`config.mk`:
```
export PLATFORM = sky130hd
export DESIGN_NAME = vga_plot_arbiter_flat
export DESIGN_NICKNAME = d
export VERILOG_FILES = /design/src/rtl/vga_plot_arbiter_if.sv /design/src/rtl/vga_plot_arbiter.sv /design/src/flat_wrapper.sv
export SDC_FILE = /design/constraint.sdc
export NUM_CORES = 1
export LEC_CHECK = 0
export BUFFER_PORTS_ARGS = -buffer_cell sky130_fd_sc_hd__buf_2
export CORE_UTILIZATION = 43
export DETAILED_ROUTE_END_ITERATION = 16
export PLACE_DENSITY = 0.79
export SLEW_MARGIN = 20
export SYNTH_ARGS = -nofsm -noshare
export SYNTH_HDL_FRONTEND = slang
export SYNTH_SLANG_ARGS = --single-unit
```
`constraint.sdc`:
```
create_clock -name clock -period 2.2 [get_ports clock]
set_clock_uncertainty 0.2 [all_clocks]
set_input_delay 0.33 -clock clock [delete_from_list [all_inputs] [get_ports clock]]
set_output_delay 0.33 -clock clock [all_outputs]
set_load 0.02 [all_outputs]
```
`src/rtl/vga_plot_arbiter_if.sv`:
```
// Request/plot bundle between the sprite controllers and the framebuffer plot arbiter.
// The master side is the requester bank; the slave side is the arbiter.
interface vga_plot_arbiter_if #(
  parameter int NREQ = 4
);
  logic [NREQ-1:0]   req;
  logic [8*NREQ-1:0] req_x;
  logic [7*NREQ-1:0] req_y;
  logic [3*NREQ-1:0] req_colour;
  logic [NREQ-1:0]   grant;
  logic              busy;
  logic              done;
  logic              plot;
  logic [7:0]        x_out;
  logic [6:0]        y_out;
  logic [2:0]        colour_out;

  modport master (
    output req, req_x, req_y, req_colour,
    input  grant, busy, done, plot, x_out, y_out, colour_out
  );

  modport slave (
    input  req, req_x, req_y, req_colour,
    output grant, busy, done, plot, x_out, y_out, colour_out
  );
endinterface

```
`src/rtl/vga_plot_arbiter.sv`:
```
// Round-robin arbiter sharing the framebuffer write port; walks a SIZE x SIZE square
// in raster order at one pixel per clock, clipping pixels outside the screen.
module vga_plot_arbiter #(
  parameter int NREQ = 4,
  parameter int SIZE = 4,
  parameter int XMAX = 160,
  parameter int YMAX = 120
) (
  input  logic              clock,
  input  logic              reset_n,
  vga_plot_arbiter_if.slave bus
);
  localparam int PW = $clog2(NREQ);
  localparam int CW = (SIZE > 1) ? $clog2(SIZE) : 1;
  localparam logic [CW-1:0] LAST = CW'(SIZE - 1);
  localparam logic [PW:0]   NR   = (PW + 1)'(NREQ);
  localparam logic [PW-1:0] TOP  = PW'(NREQ - 1);
  localparam logic [8:0]    XLIM = 9'(XMAX);
  localparam logic [8:0]    YLIM = 9'(YMAX);

  typedef enum logic [1:0] {IDLE, PLOT, DONE} state_t;

  state_t          state_q, state_d;
  logic [CW-1:0]   dx_q, dx_d, dy_q, dy_d;
  logic [PW-1:0]   rr_q, rr_d, win_q, win_d;
  logic [7:0]      bx_q, bx_d;
  logic [6:0]      by_q, by_d;
  logic [2:0]      bc_q, bc_d;
  logic [NREQ-1:0] grant_q, grant_d;
  logic            done_q, done_d;

  logic            found;
  logic [PW-1:0]   pick;
  logic [PW:0]     sum;
  logic [PW-1:0]   idx;
  logic [7:0]      pick_x;
  logic [6:0]      pick_y;
  logic [2:0]      pick_c;

  // Search starts at rr_q and wraps; rr_q < NREQ so one subtraction suffices.
  always_comb begin
    found = 1'b0;
    pick  = '0;
    sum   = '0;
    idx   = '0;
    for (int i = 0; i < NREQ; i++) begin
      sum = {1'b0, rr_q} + (PW + 1)'(i);
      if (sum >= NR) sum = sum - NR;
      idx = sum[PW-1:0];
      if (!found && bus.req[idx]) begin
        found = 1'b1;
        pick  = idx;
      end
    end
  end

  always_comb begin
    pick_x = '0;
    pick_y = '0;
    pick_c = '0;
    for (int j = 0; j < NREQ; j++) begin
      if (PW'(j) == pick) begin
        pick_x = bus.req_x[8*j +: 8];
        pick_y = bus.req_y[7*j +: 7];
        pick_c = bus.req_colour[3*j +: 3];
      end
    end
  end

  always_comb begin
    state_d = state_q;
    dx_d    = dx_q;
    dy_d    = dy_q;
    rr_d    = rr_q;
    win_d   = win_q;
    bx_d    = bx_q;
    by_d    = by_q;
    bc_d    = bc_q;
    grant_d = '0;
    done_d  = 1'b0;
    case (state_q)
      IDLE: begin
        if (found) begin
          win_d   = pick;
          bx_d    = pick_x;
          by_d    = pick_y;
          bc_d    = pick_c;
          grant_d = {{(NREQ-1){1'b0}}, 1'b1} << pick;
          dx_d    = '0;
          dy_d    = '0;
          state_d = PLOT;
        end
      end
      PLOT: begin
        if (dx_q == LAST && dy_q == LAST) begin
          state_d = DONE;
          done_d  = 1'b1;
        end else if (dx_q == LAST) begin
          dx_d = '0;
          dy_d = dy_q + 1'b1;
        end else begin
          dx_d = dx_q + 1'b1;
        end
      end
      DONE: begin
        rr_d    = (win_q == TOP) ? '0 : win_q + 1'b1;
        state_d = IDLE;
      end
      default: state_d = IDLE;
    endcase
  end

  always_ff @(posedge clock) begin
    if (!reset_n) begin
      state_q <= IDLE;
      dx_q    <= '0;
      dy_q    <= '0;
      rr_q    <= '0;
      win_q   <= '0;
      bx_q    <= '0;
      by_q    <= '0;
      bc_q    <= '0;
      grant_q <= '0;
      done_q  <= 1'b0;
    end else begin
      state_q <= state_d;
      dx_q    <= dx_d;
      dy_q    <= dy_d;
      rr_q    <= rr_d;
      win_q   <= win_d;
      bx_q    <= bx_d;
      by_q    <= by_d;
      bc_q    <= bc_d;
      grant_q <= grant_d;
      done_q  <= done_d;
    end
  end

  logic       in_plot;
  logic [8:0] px, py;

  assign in_plot = (state_q == PLOT);
  assign px      = {1'b0, bx_q} + {{(9-CW){1'b0}}, dx_q};
  assign py      = {2'b0, by_q} + {{(9-CW){1'b0}}, dy_q};

  assign bus.grant      = grant_q;
  assign bus.done       = done_q;
  assign bus.busy       = (state_q != IDLE);
  assign bus.plot       = in_plot && (px < XLIM) && (py < YLIM);
  assign bus.x_out      = in_plot ? px[7:0] : 8'd0;
  assign bus.y_out      = in_plot ? py[6:0] : 7'd0;
  assign bus.colour_out = in_plot ? bc_q : 3'd0;
endmodule
```
`src/flat_wrapper.sv`:
```
// flat-port wrapper written by rule: the top's interface ports become plain ports
module vga_plot_arbiter_flat 
#(
  parameter int NREQ = 4,
  parameter int SIZE = 4,
  parameter int XMAX = 160,
  parameter int YMAX = 120
)
  (clock, reset_n, bus_req, bus_req_x, bus_req_y, bus_req_colour, bus_grant, bus_busy, bus_done, bus_plot, bus_x_out, bus_y_out, bus_colour_out);
  vga_plot_arbiter_if #(.NREQ(NREQ)) bus_i ();
  input  logic clock;
  input  logic reset_n;
  input wire logic [$bits(bus_i.req)-1:0] bus_req;
  input wire logic [$bits(bus_i.req_x)-1:0] bus_req_x;
  input wire logic [$bits(bus_i.req_y)-1:0] bus_req_y;
  input wire logic [$bits(bus_i.req_colour)-1:0] bus_req_colour;
  output wire logic [$bits(bus_i.grant)-1:0] bus_grant;
  output wire logic [$bits(bus_i.busy)-1:0] bus_busy;
  output wire logic [$bits(bus_i.done)-1:0] bus_done;
  output wire logic [$bits(bus_i.plot)-1:0] bus_plot;
  output wire logic [$bits(bus_i.x_out)-1:0] bus_x_out;
  output wire logic [$bits(bus_i.y_out)-1:0] bus_y_out;
  output wire logic [$bits(bus_i.colour_out)-1:0] bus_colour_out;
  assign bus_i.req = bus_req;
  assign bus_i.req_x = bus_req_x;
  assign bus_i.req_y = bus_req_y;
  assign bus_i.req_colour = bus_req_colour;
  assign bus_grant = bus_i.grant;
  assign bus_busy = bus_i.busy;
  assign bus_done = bus_i.done;
  assign bus_plot = bus_i.plot;
  assign bus_x_out = bus_i.x_out;
  assign bus_y_out = bus_i.y_out;
  assign bus_colour_out = bus_i.colour_out;
  vga_plot_arbiter #(.NREQ(NREQ), .SIZE(SIZE), .XMAX(XMAX), .YMAX(YMAX)) u_core (.clock(clock), .reset_n(reset_n), .bus(bus_i));
endmodule
```
After elaboration in Yosys (flattened, before gate mapping)
Cells that the tools add are included.
{"block": "totals", "regBits": 33, "out_inout_bits": 25, "inputBits": 78, "elab_cells": 111}
{"block": "op_classes", "n_reduce_logical": 19, "n_lt_le_gt_ge": 10, "shift": 1, "eq_ne": 12, "n_addsub": 12, "mux": 47}
{"cell": "8-bit 2-to-1 mux", "n": 5}
{"cell": "7-bit 2-to-1 mux", "n": 5}
{"cell": "2-bit 2-to-1 mux", "n": 16}
{"cell": "3-bit 2-to-1 mux", "n": 5}
{"cell": "2-bit by 3-bit less-than comparator with 1-bit output, second input constant", "n": 4}
{"cell": "2-bit case mux with 2 select lines", "n": 3}
{"cell": "8-bit by 2-bit adder with 9-bit output", "n": 1}
{"cell": "3-bit >= comparator, second input constant", "n": 3}
{"cell": "9-bit by 7-bit less-than comparator with 1-bit output, second input constant", "n": 1}
{"cell": "9-bit by 8-bit less-than comparator with 1-bit output, second input constant", "n": 1}
{"cell": "1-bit 2-to-1 mux", "n": 9}
{"cell": "7-bit by 2-bit adder with 8-bit output", "n": 1}
{"cell": "1-bit binary-select mux with 2-bit select", "n": 4}
{"cell": "2-bit == test, second input constant", "n": 4}
{"cell": "2-bit by 1-bit subtractor with 2-bit output, second input constant", "n": 4}
{"cell": "2-bit by 1-bit adder with 2-bit output, second input constant", "n": 3}
{"cell": "2-bit by 2-bit adder with 3-bit output, second input constant", "n": 2}
{"cell": "1-bit logical AND", "n": 6}
{"cell": "2-bit != test, second input constant", "n": 3}
{"cell": "2-bit AND reduction", "n": 3}
{"cell": "3-bit AND reduction", "n": 2}
{"cell": "2-bit == test, first input constant", "n": 2}
{"cell": "2-bit logical NOT", "n": 2}
{"cell": "4-bit AND reduction", "n": 1}
{"cell": "8 further kinds", "n": 11}

Longest topological paths before layout
{"block": "depth", "depth_word": 19, "mapped_depth": 7, "depth_no_buf": 7}

Least setup slack after synthesis
Ideal clock, no wire load.
{"block": "synth_path", "path_type": "reg-to-output", "from": "register u_core.dy_q[0]", "to": "output port bus_y_out[6]", "t_arrival_ns": 1.707, "path_slack_ns": -0.037, "required_ns": 1.670, "path_buffers": 0, "path_stages_with_launch": 8, "cell_sequence": "dfxtp_1 -> ha_1 -> inv_1 -> fa_1 -> nor2_1 -> nand3_1 -> xor2_1 -> nor2_1"}
{"block": "synth_between", "elab_chain_cells": 2}
{"item": "from (decl)", "line_no": "vga_plot_arbiter.sv:24", "source": "logic [CW-1:0] dx_q, dx_d, dy_q, dy_d;"}
{"item": "from (signal assigned)", "line_no": "vga_plot_arbiter.sv:128", "source": "dy_q <= dy_d;"}
{"item": "7-bit by 2-bit adder with 8-bit output", "line_no": "vga_plot_arbiter.sv:144", "source": "assign py = {2'b0, by_q} + {{(9-CW){1'b0}}, dy_q};"}
{"item": "7-bit 2-to-1 mux", "line_no": "vga_plot_arbiter.sv:151", "source": "assign bus.y_out = in_plot ? py[6:0] : 7'd0;"}
{"item": "to (decl)", "line_no": "flat_wrapper.sv:22", "source": "output wire logic [$bits(bus_i.y_out)-1:0] bus_y_out;"}
No other way between the ends.

Worst setup path after layout
{"block": "layout_path", "from": "register u_core.dy_q[0]", "to": "output port bus_plot"}
{"block": "layout_between", "elab_chain_cells": 3}
{"item": "7-bit by 2-bit adder with 8-bit output", "line_no": "vga_plot_arbiter.sv:144"}
{"item": "9-bit by 7-bit less-than comparator with 1-bit output", "line_no": "vga_plot_arbiter.sv:149", "source": "assign bus.plot = in_plot && (px < XLIM) && (py < YLIM);"}
{"item": "1-bit logical AND", "line_no": "vga_plot_arbiter.sv:149"}
{"item": "to (decl)", "line_no": "flat_wrapper.sv:20", "source": "output wire logic [$bits(bus_i.plot)-1:0] bus_plot;"}
No other way between the ends.

==> results.md <==
* Logic pwr share at roughly 25%
* Top_reg_cell synth: dfxtp_1
* Final ANT Viol Nets at 0
* Die area at 5710 um^2
* RSZ-0062 raised after global routing: yes
* First-pass GRT wire length at 9.18 mm
* Ant diodes at 0
* Die Height at between 70 and 80 um
* Switching share of total power at between 30% and 40%
* Ratio of cells with drive above 1 in the final layout at ~50%
* Final slew viol count at 0
* Largest buffer count on any clock path at 2
* Vias in the first global route at 2138
* GRT Overall Usage at between 20% and 30%
* CP arrival at about 1.9 ns
* Min Tclk post-route at about 2.5 ns
* Synth area leaders: dfxtp_1 (28%), mux2i_1 (16%), o221ai_2 (12%), nand2_1 (5.0%), nor2_1 (4.7%)
* Pwr dens at about 480 nW/um^2
* Util after Layout at about 62%
* Hold WS at around 0.15 ns
* Synth Register Bits at 33
* Final WL at 5.76 mm
* Clk root buf: clkbuf_8
* Max VDD drop at 272 uV
* Hold Crit Start: bus_req_colour[5]
* Io pins at just over 100
* Final GP Congestion at between 0.8 and 0.9
* Crit Path Max Fanout at 3
* Hold worst-path end: u_core.bc_q[2]
* Total CTS buffers at 5
* Tot Pwr at about 1.5 mW
* Async SR Flop Fraction at 0%
* CTS tree: yes
* Area share of the largest cell type after synthesis at 28.4%
* CTS Sinks at 33
* # DRC at 0
* Final Hold Viols at 0
* Port bufs at slightly above 100
* GRT overflow at 0
* Initial DRT Pass Iterations at 4
* Die width at about 76 um
* Post-synth EDFFs at 0
* Outcome: finished, violations left
* WS Path Type: register to primary output
* Setup WS pre-CTS at -0.155 ns
* Class of the worst hold path: input port to register
* Post-CTS Hold Fix Bufs at 0
* Clock share of power at a little under a third
* Initial Util at approximately 45%
* Reg-to-Reg End: u_core.dx_q[1]
* DRT iter0 DRCs at 93
* Final nets at 454
* Max_slew headroom at between 70 and 80%
* Total of max-cap violations at 0
* Ys Warns at 0
* Clock transition at path regs at about 0.080 ns
* Reg2Reg Launch Point: u_core.dx_q[0]
* Initial antenna violation count at 0
* Clk Latency, worst-skew pair at between 0.2 and 0.3 ns
* Worst path required time at about 1.7 ns
* Hold path depth at 3
* Gate Count Post-Synth at approximately 250
* Failing checks: negative setup slack
* Syn Nets at around 340
* Final setup TNS at -1.52 ns
* Largest net degree at the start of global routing at 24
* Slew @ Worst Pin at between 0.4 and 0.5 ns
* Flop-to-flop setup slack at 0.31 ns
* H-tree depth at 2
* Synth-to-layout area growth at 38.2%
* Synthesized area per cell at around 9.3 um^2
* Max Fclk at 404 MHz
* Register area share after synthesis at between 20% and 30%
* Psw at slightly below 0.5 mW
* Via count at between 2000 and 2500
* Area leader, netlist: dfxtp_1
* Pint at 1.05 mW
* Core Area at between 5000 and 6000 um^2
* Final worst-path cycle share at 112%
* Post-route setup slack at -0.272 ns
* R2r worst-path depth at 5
* Mapped Area at ~2300 um^2
* DP HPWL at about 4.2 mm
* Placement Rows at 26
* Flop pwr share at between 40 and 50%
* Synth cell types at 41
* Avg WL per Cell at 13.2 um
* Setup violators final at 11
* Leakage at 1.40 nW
* Crit path capture type: primary output
* Vias/cell at slightly above 5
* CP startpoint kind: register
==> layer usage <==
metal / global-route usage (%) / up-vias / wire length (um)
li1: - / 1137 / -
met1: 24.5 / 1046 / 2430
met2: 37.6 / 84 / 2900
met3: 5.42 / 8 / 336
met4: 8.64 / 0 / 87
met5: 0 / - / 0
==> cell families after synthesis <==
group | count (synthesis) | synth area share [%]
adder cells (fa/ha/maj) | 9 | 5.49
multiplexers | 37 | 15.9
buffers and inverters | 22 | 6.78
AO/OA/AOI/OAI | 46 | 19.8
AND/OR/NAND/NOR | 95 | 20.2
XOR/XNOR | 9 | 3.39
flip-flops | 33 | 28.4
==> flip-flops by register name, summed over array words and instances, names as in the netlist <==
name,cells
u_core.state_q,2
u_core.bus.done,1
u_core.dy_q,2
u_core.rr_q,2
u_core.bus.grant,4
u_core.by_q,7
u_core.bc_q,3
u_core.bx_q,8
u_core.win_q,2
u_core.dx_q,2
==> synth_stat cells, types with 4 or more instances <==
library cell	count
a21oi_1	12
and2_1	7
buf_6	7
dfxtp_1	33
ha_1	7
inv_1	9
mux2i_1	37
nand2_1	31
nand2b_1	4
nor2_1	29
nor2b_1	6
o21ai_0	5
o221ai_2	18
xor2_1	6
==> how the worst max path moves through the flow <==
stage | slack, ns | endpoint | startpoint | cells past startpoint
6_report | -0.27 | bus_plot | u_core.dy_q[0] | 9
5_1_grt | -0.35 | bus_y_out[6] | u_core.dy_q[0] | 9
4_1_cts | -0.26 | bus_plot | u_core.dy_q[0] | 9
3_5_place_dp | -0.15 | bus_plot | u_core.by_q[0] | 9
3_3_place_gp | -0.12 | bus_plot | u_core.by_q[0] | 9
2_1_floorplan | 0.01 | bus_x_out[7] | u_core.dx_q[1] | 5
==> worst max-delay path, cell delays in order, from the launching register on <==
cell and delay [ns]:
dfxtp_2 0.36, ha_4 0.14, inv_2 0.03, fa_2 0.35
buf_6 0.14, nor2_4 0.08, a31o_2 0.17, a41oi_2 0.09
o211a_1 0.17, buf_6 0.14
==> timing repair <==
action / CTS / global route
pin swaps: 12 / 3
resized for setup: 31 / 7
endpoints found under the setup margin: 12 / 11
setup buffers: 3 / 0
==> layout by cell type (no fill, tap or decap), drive strengths merged, types with 2 or more instances in the layout <==
cell type	n
a21oi	12
o221ai	18
a21o	2
nor3	3
and2	8
ha	7
fa	2
nand2	32
dfxtp	33
buf	122
nor2b	6
nand4	3
nand3	4
nand2b	4
xnor2	3
clkbuf	5
a41oi	2
nor2	30
clkinvlp	3
xor2	6
o21ai	5
inv	9
or3	2
mux2i	37
==> cell type report <==
type,count,area [um^2]
Sequential cell,33,668
Inverter,9,33.8
Multi-Input combinational cell,196,1600
Timing Repair Buffer,122,737
Clock buffer,5,68.8
Fill cell,445,1960
Clock inverter,3,22.5
Tap cell,70,87.6
==> power groups by stage <==
stage	clock network [mW]	registers [mW]	logic, mW
finish	0.466	0.686	0.388
global route	0.501	0.693	0.429
CTS	0.479	0.683	0.387
detailed placement	0	0.690	0.374
global placement	0	0.687	0.365
floorplan	0	0.683	0.245
==> per-stage QoR <==
step                cell area [um^2]  cells
floorplan                       2330    251
global placement                2970    427
detailed placement              2970    427
CTS                             3190    438
global route                    3220    438
finish                          3220    438
(Power assumes the default switching activity.)
